[src/rtl/fv_pkg.sv]
// rtl/fv_pkg.sv - shared constants and record layout for the fv flag reader blocks (FV_TIMESTAMP_EN)
package fv_pkg;
    localparam int FLAG_W_DEF = 8;
    localparam int DEPTH_DEF  = 4;
    localparam int TS_W       = 8;
    localparam int DROP_W     = 4;
    localparam logic [DROP_W-1:0] DROP_SAT = '1;

`ifdef FV_TIMESTAMP_EN
    localparam bit TS_EN = 1'b1;
    typedef struct packed {
        logic [FLAG_W_DEF-1:0] flags;
        logic [TS_W-1:0]       ts;
    } fv_rec_t;
`else
    localparam bit TS_EN = 1'b0;
    typedef struct packed {
        logic [FLAG_W_DEF-1:0] flags;
    } fv_rec_t;
`endif

    function automatic int rec_w(input int flag_w);
        return flag_w + (TS_EN ? TS_W : 0);
    endfunction
endpackage

[src/rtl/fv_flag_reader_if.sv]
// rtl/fv_flag_reader_if.sv - record stream between flag reader and consumer (REC_TS only with FV_TIMESTAMP_EN)
interface fv_flag_reader_if
    import fv_pkg::*;
#(
    parameter int FLAG_W = FLAG_W_DEF
);
    logic              REC_VALID;
    logic              REC_READY;
    logic [FLAG_W-1:0] REC_FLAGS;
`ifdef FV_TIMESTAMP_EN
    logic [TS_W-1:0]   REC_TS;

    modport master (input REC_READY, output REC_VALID, REC_FLAGS, REC_TS);
    modport slave  (output REC_READY, input REC_VALID, REC_FLAGS, REC_TS);
`else
    modport master (input REC_READY, output REC_VALID, REC_FLAGS);
    modport slave  (output REC_READY, input REC_VALID, REC_FLAGS);
`endif
endinterface

[src/rtl/fv_sync_fifo.sv]
// rtl/fv_sync_fifo.sv - show-ahead synchronous FIFO; accepts a push while full if a pop happens in the same cycle
module fv_sync_fifo #(
    parameter int WIDTH = 8,
    parameter int DEPTH = 4
) (
    input  logic             clk_i,
    input  logic             rst_ni,
    input  logic             push_i,
    input  logic [WIDTH-1:0] wdata_i,
    input  logic             pop_i,
    output logic             full_o,
    output logic             empty_o,
    output logic [WIDTH-1:0] rdata_o
);
    localparam int AW = $clog2(DEPTH);

    logic [WIDTH-1:0] mem [DEPTH];
    logic [AW:0]      wr_q, wr_d, rd_q, rd_d;
    logic             do_push, do_pop;

    // Extra pointer MSB tells full (MSBs differ) from empty (pointers equal).
    assign empty_o = (wr_q == rd_q);
    assign full_o  = (wr_q[AW] != rd_q[AW]) && (wr_q[AW-1:0] == rd_q[AW-1:0]);
    assign do_pop  = pop_i && !empty_o;
    assign do_push = push_i && (!full_o || do_pop);
    assign wr_d    = do_push ? wr_q + 1'b1 : wr_q;
    assign rd_d    = do_pop  ? rd_q + 1'b1 : rd_q;
    assign rdata_o = empty_o ? '0 : mem[rd_q[AW-1:0]];

    always_ff @(posedge clk_i or negedge rst_ni) begin
        if (!rst_ni) begin
            wr_q <= '0;
            rd_q <= '0;
        end else begin
            wr_q <= wr_d;
            rd_q <= rd_d;
        end
    end

    always_ff @(posedge clk_i) begin
        if (do_push) begin
            mem[wr_q[AW-1:0]] <= wdata_i;
        end
    end
endmodule

[src/rtl/fv_flag_reader.sv]
// rtl/fv_flag_reader.sv - records every change of a flag bank into a FIFO with overflow tracking (FV_TIMESTAMP_EN adds timestamps)
module fv_flag_reader
    import fv_pkg::*;
#(
    parameter int FLAG_W = FLAG_W_DEF,
    parameter int DEPTH  = DEPTH_DEF
) (
    input  logic               CLK,
    input  logic               RST_X,
    input  logic [FLAG_W-1:0]  FLAGS,
    input  logic               CLR,
    fv_flag_reader_if.master   rec,
    output logic               OVERFLOW,
    output logic [DROP_W-1:0]  DROP_CNT
);
    localparam int REC_W = rec_w(FLAG_W);

    logic [FLAG_W-1:0] prev_q;
    logic              ovf_q, ovf_d;
    logic [DROP_W-1:0] cnt_q, cnt_d;
    logic              change, drop, full, empty;
    logic [REC_W-1:0]  wdata, rdata;

    assign change = (FLAGS != prev_q);
    // Full only drops when the consumer is not freeing a slot this cycle.
    assign drop   = change && full && !rec.REC_READY;

`ifdef FV_TIMESTAMP_EN
    logic [TS_W-1:0] ts_q;

    always_ff @(posedge CLK or negedge RST_X) begin
        if (!RST_X) begin
            ts_q <= '0;
        end else begin
            ts_q <= ts_q + 1'b1;
        end
    end

    assign wdata         = {FLAGS, ts_q};
    assign rec.REC_FLAGS = rdata[REC_W-1:TS_W];
    assign rec.REC_TS    = rdata[TS_W-1:0];
`else
    assign wdata         = FLAGS;
    assign rec.REC_FLAGS = rdata;
`endif

    assign rec.REC_VALID = !empty;
    assign OVERFLOW      = ovf_q;
    assign DROP_CNT      = cnt_q;

    fv_sync_fifo #(
        .WIDTH (REC_W),
        .DEPTH (DEPTH)
    ) u_fifo (
        .clk_i   (CLK),
        .rst_ni  (RST_X),
        .push_i  (change),
        .wdata_i (wdata),
        .pop_i   (rec.REC_READY),
        .full_o  (full),
        .empty_o (empty),
        .rdata_o (rdata)
    );

    // A drop coinciding with CLR must still be recorded.
    always_comb begin
        ovf_d = ovf_q;
        cnt_d = cnt_q;
        if (CLR) begin
            ovf_d = 1'b0;
            cnt_d = '0;
        end
        if (drop) begin
            ovf_d = 1'b1;
            if (cnt_d != DROP_SAT) begin
                cnt_d = cnt_d + 1'b1;
            end
        end
    end

    always_ff @(posedge CLK or negedge RST_X) begin
        if (!RST_X) begin
            prev_q <= '0;
            ovf_q  <= 1'b0;
            cnt_q  <= '0;
        end else begin
            prev_q <= FLAGS;
            ovf_q  <= ovf_d;
            cnt_q  <= cnt_d;
        end
    end
endmodule

[src/flat_wrapper.sv]
// flat-port wrapper written by rule: the top's interface ports become plain ports
module fv_flag_reader_flat import fv_pkg::*;
#(
    parameter int FLAG_W = FLAG_W_DEF,
    parameter int DEPTH  = DEPTH_DEF
)
  (CLK, RST_X, FLAGS, CLR, OVERFLOW, DROP_CNT, rec_REC_READY, rec_REC_VALID, rec_REC_FLAGS);
  fv_flag_reader_if #(.FLAG_W(FLAG_W)) rec_i ();
  input  logic CLK;
  input  logic RST_X;
  input  logic [FLAG_W-1:0] FLAGS;
  input  logic CLR;
  output logic OVERFLOW;
  output logic [DROP_W-1:0] DROP_CNT;
  input wire logic [$bits(rec_i.REC_READY)-1:0] rec_REC_READY;
  output wire logic [$bits(rec_i.REC_VALID)-1:0] rec_REC_VALID;
  output wire logic [$bits(rec_i.REC_FLAGS)-1:0] rec_REC_FLAGS;
  assign rec_i.REC_READY = rec_REC_READY;
  assign rec_REC_VALID = rec_i.REC_VALID;
  assign rec_REC_FLAGS = rec_i.REC_FLAGS;
  fv_flag_reader #(.FLAG_W(FLAG_W), .DEPTH(DEPTH)) u_core (.CLK(CLK), .RST_X(RST_X), .FLAGS(FLAGS), .CLR(CLR), .rec(rec_i), .OVERFLOW(OVERFLOW), .DROP_CNT(DROP_CNT));
endmodule
[config.mk]
export PLATFORM = sky130hd
export DESIGN_NAME = fv_flag_reader_flat
export DESIGN_NICKNAME = d
export VERILOG_FILES = /design/src/rtl/fv_pkg.sv /design/src/rtl/fv_flag_reader_if.sv /design/src/rtl/fv_sync_fifo.sv /design/src/rtl/fv_flag_reader.sv /design/src/flat_wrapper.sv
export SDC_FILE = /design/constraint.sdc
export NUM_CORES = 1
export LEC_CHECK = 0
export CORE_MARGIN = 1
export CORE_UTILIZATION = 44
export CTS_CLUSTER_DIAMETER = 80
export DETAILED_ROUTE_END_ITERATION = 10
export GPL_TIMING_DRIVEN = 0
export MAX_ROUTING_LAYER = met4
export PLACE_DENSITY = 0.75
export SLEW_MARGIN = 15
export SYNTH_ARGS = -nofsm -noshare
export SYNTH_HDL_FRONTEND = slang
export SYNTH_HIERARCHICAL = 1
export SYNTH_SLANG_ARGS = --single-unit
[constraint.sdc]
create_clock -name CLK -period 1.75 [get_ports CLK]
set_input_delay 0.4375 -clock CLK [delete_from_list [all_inputs] [get_ports CLK]]
set_output_delay 0.4375 -clock CLK [all_outputs]
set_load 0.05 [all_outputs]
==> results of run 1 <==
## placed cells by master (no fill, tap or decap), types with 4 or more instances in the layout
master	instances
dfrtp_1	17
clkbuf_8	6
edfxtp_1	32
inv_1	4
xor2_1	8
ha_1	6
mux4_2	8
nand2_1	4
buf_4	11
dlygate4sd2_1	10
nor2b_4	6
buf_6	16
## per-layer routing
layer	GRT usage	up-vias	part of all wire
met5	-	-	0
met4	0.0763	0	0.012
met3	0.0359	7	0.033
met2	0.304	25	0.54
met1	0.218	643	0.42
li1	-	580	-
## synthesized netlist by cell type, types with 2 or more instances
library cell  instances
inv_1                 5
xnor2_1               6
mux4_2                8
dfrtp_1              19
edfxtp_1             32
xor2_1                9
nand2_1               5
o41ai_2               2
and3_1                3
mux2_1                2
ha_1                  6
mux2i_1               2
nor4_1                2
nor2b_1              10
nor2_1                2
## worst max-delay path by stage
| stage | startpoint | endpoint |
|---|---|---|
| 2_1_floorplan | u_core/u_fifo/rd_q[0]$_DFFE_PN0P_ | rec_REC_FLAGS[0] |
| 3_3_place_gp | u_core/u_fifo/rd_q[0]$_DFFE_PN0P_ | rec_REC_FLAGS[6] |
| 3_5_place_dp | u_core/u_fifo/rd_q[0]$_DFFE_PN0P_ | rec_REC_VALID |
| 4_1_cts | u_core/u_fifo/rd_q[0]$_DFFE_PN0P_ | rec_REC_FLAGS[5] |
| 5_1_grt | u_core/u_fifo/rd_q[0]$_DFFE_PN0P_ | rec_REC_FLAGS[3] |
| 6_report | u_core/u_fifo/rd_q[0]$_DFFE_PN0P_ | rec_REC_FLAGS[1] |
## repair_timing
action | 4_1_cts | 5_1_grt
buffers inserted | 14 | 6
cloned | 0 | 1
endpoints found under the setup margin | 52 | 50
gates resized for setup | 101 | 15
pin swaps | 10 | 5
## flip-flops by register name (all words and copies together) (netlist names)
| register | cells |
|---|---|
| u_core/prev_q | 8 |
| u_core/u_fifo/mem | 32 |
| u_core/u_fifo/rd_q | 3 |
| u_core/OVERFLOW | 1 |
| u_core/DROP_CNT | 4 |
| u_core/u_fifo/wr_q | 3 |
## critical path, cell delays in order (launching register included)
cell and delay, ns:
dfrtp_2 0.44, clkbuf_16 0.18, mux4_2 0.50, nor2b_4 0.14
buf_6 0.14
## final cells by class
class / instances / area, um^2 / area share
sequential: 51 / 1440 / 0.475
multi-input combinational: 71 / 903 / 0.298
timing repair buffer: 45 / 453 / 0.150
tap: 67 / 83.8 / 0.0277
clock buffer: 6 / 82.6 / 0.0273
buffer: 2 / 35.0 / 0.0116
inverter: 5 / 21.3 / 0.00702
clock inverter: 2 / 11.3 / 0.00372
## metrics by stage
| step | utilization | instances | setup slack (ns) | hold WS (ns) | instance area (um^2) |
|---|---|---|---|---|---|
| after floorplan | - | 129 | -0.200 | 0.142 | 2260 |
| after global placement | 0.545 | 221 | -0.864 | 0.481 | 2590 |
| after detailed placement | 0.545 | 221 | -0.940 | 0.496 | 2590 |
| after CTS | 0.611 | 243 | -0.394 | 0.414 | 2900 |
| after global routing | 0.637 | 249 | -0.438 | 0.412 | 3030 |
| final | 0.637 | 249 | -0.389 | 0.417 | 3030 |
## cell families after synthesis
kind of cell,Yosys count
fa+ha+maj,6
simple gates,28
mux,13
xor+xnor,17
flops,51
buf+inv,7
compound gates,7
==> results.cfg, run 1 <==
[finish]
syn_to_final_growth_pct = 37.7
nFillCells = 357
layout-drive-gt1-share = 0.462
finalNetCount = 199
diodes = 0

[timing]
clock.fmax_mhz = 467
grt_setup_unrepaired = yes
relSlewSlack = 0.401
setup_viol = 50
hold_violations = 0
fin_crit_ns = 2.14
period_share = 1.22
worst_slack_ns = -0.389
tightest_slew_ns = 0.896
clock_skew_ns = 0.00812
final.setup.tns_ns = -9.15
maxSlewViolCount = 0

[setup_path]
reg2reg_to = u_core/u_fifo/mem[1][0]$_DFFE_PP_
reg2reg_depth = 5
reg2reg_slack_ns = -0.21
arrival_ns = 1.70
cp-end-kind = primary output
critPathKind = register to primary output
path_max_fanout = 5
rr_startpoint = u_core/u_fifo/rd_q[0]$_DFFE_PN0P_
cp.required_ns = 1.31
worst_setup_path_start_kind = register

[hold_path]
hold-path-cell-count = 1
holdCritStartpoint = FLAGS[2]
hold_end = u_core/prev_q[2]$_DFF_PN0_
hold_path_class = input pin to register

[detailed_routing]
via_per_inst = 5.04
dr.pass1.iters = 3
detail-route-antenna-nets = 0
drt_iter0_drc = 68
drcViolationCount = 0
routed_wl_mm = 4.30
routedWlPerCell_um = 17.3
vias = 1255

[logic_synthesis]
synth_top_family_by_area = multiplexers
synth_compound_area_frac = 0.0347
synth-simple-area-share = 0.0751
syn_nets = 147
syn_inst = 129
async_flop_share = 0.373
synth-seq-area-share = 0.653
synth_cell_types = 31
synth_edf_count = 32
synth_area_um2 = 2200
yosys-top-cells-area = edfxtp_1, dfrtp_1, mux4_2
avgSynthCellArea_um2 = 17.1
synthFlopType = edfxtp_1
ys_ff_latch = 51
synth_fa_ha_area_frac = 0.0341
synth_top_area_cell = edfxtp_1
synth_mux_area_frac = 0.106
yosys_warnings = 6
synth_xor_xnor_area_share = 0.0796
synth_top_area_frac = 0.437

[placed_design]
gp_routability_congestion = 0.772
io_buffers = 25
place_hpwl_mm = 2.60

[status]
status = complete, but fails checks
violations = setup timing

[clocking]
clkLatencyLatePin_ns = 0.30
cts_root_buffer = clkbuf_8
clockBufferDepth = 2
cts.sinks = 51
clk_transition_reported_paths_ns = 0.09
cts-hold-fix-buffers = 0
cts_tree = built
htreeDepth = 2
cts_made_buffers = 5

[global_routing]
grt_max_degree = 20
grt_first_pass_wirelength_mm = 6.67
antenna_found_initial = 0
track_usage = 0.182
overflow = 0
grt_pass1_vias = 1313

[die]
core-area_um2 = 4750
dieArea_um2 = 5290
start_util = 0.463
die_w_um = 72.7
ios = 26
num_rows = 25
die_h_um = 72.7

[flow_run]
max_cap_violations = 0
Power of run 1 is left out: the tool's default activity adds up to more than one toggle a clock period on the data nets, which glitch-free logic cannot reach.
==> run 2, diff against run 1 <==
--- a/config.mk
+++ b/config.mk
@@ -15,5 +15,4 @@
 export SLEW_MARGIN = 15
 export SYNTH_ARGS = -nofsm -noshare
 export SYNTH_HDL_FRONTEND = slang
-export SYNTH_HIERARCHICAL = 1
 export SYNTH_SLANG_ARGS = --single-unit
==> constraint.sdc (replaced) <==
create_clock -name CLK -period 1.75 [get_ports CLK]
set_input_delay 0.175 -clock CLK [delete_from_list [all_inputs] [get_ports CLK]]
set_output_delay 0.175 -clock CLK [all_outputs]
set_load 0.05 [all_outputs]
==> run 2 against run 1 <==
  * The flow still finishes with violations (setup timing)
  * Sequential cell count stayed put
  * Area after synthesis hardly changed
  * Cell area is 4.5% lower
  * Routed wire length is 2.3% lower
  * Worst setup slack better by 0.073 ns
  * Sequential share of layout area is 2.2 points higher
  * Maximum frequency is 3.5% higher
  * First-iteration DRC count is 19% higher
  * Critical path type unchanged
==> results.cfg, run 2 <==
[timing]
period_share = 1.18
clock_skew_ns = 0.00711
hold_slack_ns = 0.153
grt_setup_unrepaired = yes
relSlewSlack = 0.438
worst_slack_ns = -0.316
setup_viol = 46
maxSlewViolCount = 0
clock.fmax_mhz = 484
tightest_slew_ns = 0.841
fin_crit_ns = 2.07
hold_violations = 0

[die]
die_h_um = 72.7
die_w_um = 72.7
ios = 26
core-area_um2 = 4750
start_util = 0.462
dieArea_um2 = 5280
num_rows = 25

[setup_path]
crit_family = simple AND/OR/NAND/NOR gates
reg2reg_to = u_core.DROP_CNT[3]$_DFF_PN0_
critPathKind = register to primary output
cp-end-kind = primary output
arrival_ns = 1.89
path_buf_inv = 3
cp.required_ns = 1.57
path_max_fanout = 5
critPathMaxStageDelay_ns = 0.45
crit_top_cell = buf_8
worst_setup_path_start_kind = register
reg2reg_slack_ns = -0.19
cp_cell_sequence = buf_6, xor2_4, or3b_4, buf_8, and2_4, buf_8
reg2reg_depth = 7
cp_slowest_cell = or3b_4
rr_startpoint = u_core.u_fifo.rd_q[1]$_DFFE_PN0P_

[logic_synthesis]
synthFlopType = edfxtp_1
synth_top_area_cell = edfxtp_1
synth-seq-area-share = 0.653
syn_inst = 127
syn_nets = 145
synth_area_um2 = 2200
synth_top_area_frac = 0.437
async_flop_share = 0.373
ys_ff_latch = 51
post-synth-top-count-cell = edfxtp_1
synth_cell_types = 30
yosys_warnings = 0
avgSynthCellArea_um2 = 17.3
synth_edf_count = 32
synth_commonest_cells = edfxtp_1, dfrtp_1, xnor2_1, and2_1, mux4_1
yosys-top-cells-area = edfxtp_1, dfrtp_1, mux4_1

[detailed_routing]
via_per_inst = 5.15
drcViolationCount = 0
dr.pass1.iters = 4
routed_wl_mm = 4.20
vias = 1230
drt_iter0_drc = 81
routedWlPerCell_um = 17.6
detail-route-antenna-nets = 0

[finish]
diodes = 0
utilization = 0.609
syn_to_final_growth_pct = 31.6
layout-drive-gt1-share = 0.349
finalNetCount = 189
final_cell_mix = edfxtp_1, dfrtp_1, clkdlybuf4s50_1
final_common_cell = edfxtp_1
largest_reg_flops = 32
final_cells = 239

[clocking]
cts.sinks = 51
cts_tree = built
cts_root_buffer = clkbuf_8
htreeDepth = 2
cts_made_buffers = 5
clkLatencyLatePin_ns = 0.30
clk_transition_reported_paths_ns = 0.09
cts-hold-fix-buffers = 0
clockBufferDepth = 2

[hold_path]
hold_path_class = input pin to register
holdCritStartpoint = FLAGS[0]
hold-path-cell-count = 1
hold_end = u_core.prev_q[0]$_DFF_PN0_

[global_routing]
grt_pass1_vias = 1301
antenna_found_initial = 0
grt_first_pass_wirelength_mm = 6.62
grt_max_degree = 20
overflow = 0
track_usage = 0.185

[placed_design]
dp_cells = 219
post-place-ws_ns = -0.673
io_buffers = 25
gp_routability_congestion = 0.779
place_hpwl_mm = 2.56

[pwr]
power.density_nw_per_um2 = 2110
leakage_nw = 1.12
irDropWorstVdd_v = 0.000933

[status]
status = complete, but fails checks
violations = setup timing

[flow_run]
max_cap_violations = 0
## run 2: cell count changes after synthesis, sizes merged, moves of 2 or more
| cell | delta |
|---|---|
| and2 | +10 |
| and3 | -3 |
| and4 | +2 |
| nand2 | -3 |
| nand3 | +2 |
| nand4 | +2 |
| nor2b | -8 |
| nor3 | -2 |
| o41ai | -2 |
| xnor2 | +7 |
| xor2 | -8 |
## run 2: metrics by stage
stage / cell area (um^2) / setup TNS, ns / power (mW)
2_1_floorplan: 2240 / -0.0603 / 3.96
3_3_place_gp: 2580 / -15.71 / 4.62
3_5_place_dp: 2580 / -18.91 / 4.71
4_1_cts: 2810 / -10.39 / 5.86
5_1_grt: 2890 / -6.80 / 6.40
6_report: 2890 / -4.57 / 6.09
## run 2: metal layers
metal | track usage | share of wire | vias to the layer above
met5 | - | 0 | -
met4 | 0.0828 | 0.026 | 0
met3 | 0.0428 | 0.037 | 10
met2 | 0.305 | 0.51 | 37
met1 | 0.217 | 0.43 | 611
li1 | - | - | 572
## run 2: what timing repair did
action                                  4_1_cts  5_1_grt
endpoints found under the setup margin       47       52
pin swaps                                     5        7
gates resized for setup                      75       16
setup buffers                                 6        5
cloned                                        2        0
## run 2: where the power goes
group	internal (mW)	switching [mW]	leakage, nW
clock	0.281	0.357	0.0422
combinational	1.72	1.86	0.547
sequential	1.71	0.157	0.529
total	3.72	2.38	1.12
## run 2: logic make-up after synthesis
family / synth area share
buf+inv: 0.0171
mux: 0.116
simple gates: 0.0808
compound gates: 0.0353
flops: 0.653
fa+ha+maj: 0.0341
xor+xnor: 0.0637
## run 2: how the worst max path moves through the flow
stage / start / endpoint / cells after the start
final: u_core.u_fifo.rd_q[1]$_DFFE_PN0P_ / rec_REC_FLAGS[4] / 6
after global routing: u_core.u_fifo.rd_q[1]$_DFFE_PN0P_ / rec_REC_FLAGS[4] / 6
after CTS: u_core.u_fifo.rd_q[1]$_DFFE_PN0P_ / rec_REC_FLAGS[4] / 6
after detailed placement: u_core.u_fifo.rd_q[0]$_DFFE_PN0P_ / rec_REC_FLAGS[7] / 6
after floorplan: u_core.u_fifo.rd_q[1]$_DFFE_PN0P_ / rec_REC_FLAGS[0] / 5
after global placement: u_core.u_fifo.rd_q[0]$_DFFE_PN0P_ / rec_REC_FLAGS[7] / 6
## run 2: worst reg2reg max path, cell delays in order (launching register included)
cell       delay (ns)
dfrtp_1          0.40
buf_6            0.14
xor2_4           0.17
buf_4            0.14
buf_6            0.11
or4_4            0.47
a2111oi_4        0.24
o32ai_2          0.14
## run 2: layout make-up
| cell class | instances | area, um^2 |
|---|---|---|
| Fill cell | 360 | 1860 |
| Timing Repair Buffer | 36 | 375 |
| Multi-Input combinational cell | 70 | 862 |
| Buffer | 3 | 37.5 |
| Clock buffer | 7 | 76.3 |
| Clock inverter | 1 | 5.00 |
| Sequential cell | 51 | 1440 |
| Tap cell | 67 | 83.8 |
| Inverter | 4 | 15.0 |
(Power assumes the default switching activity.)
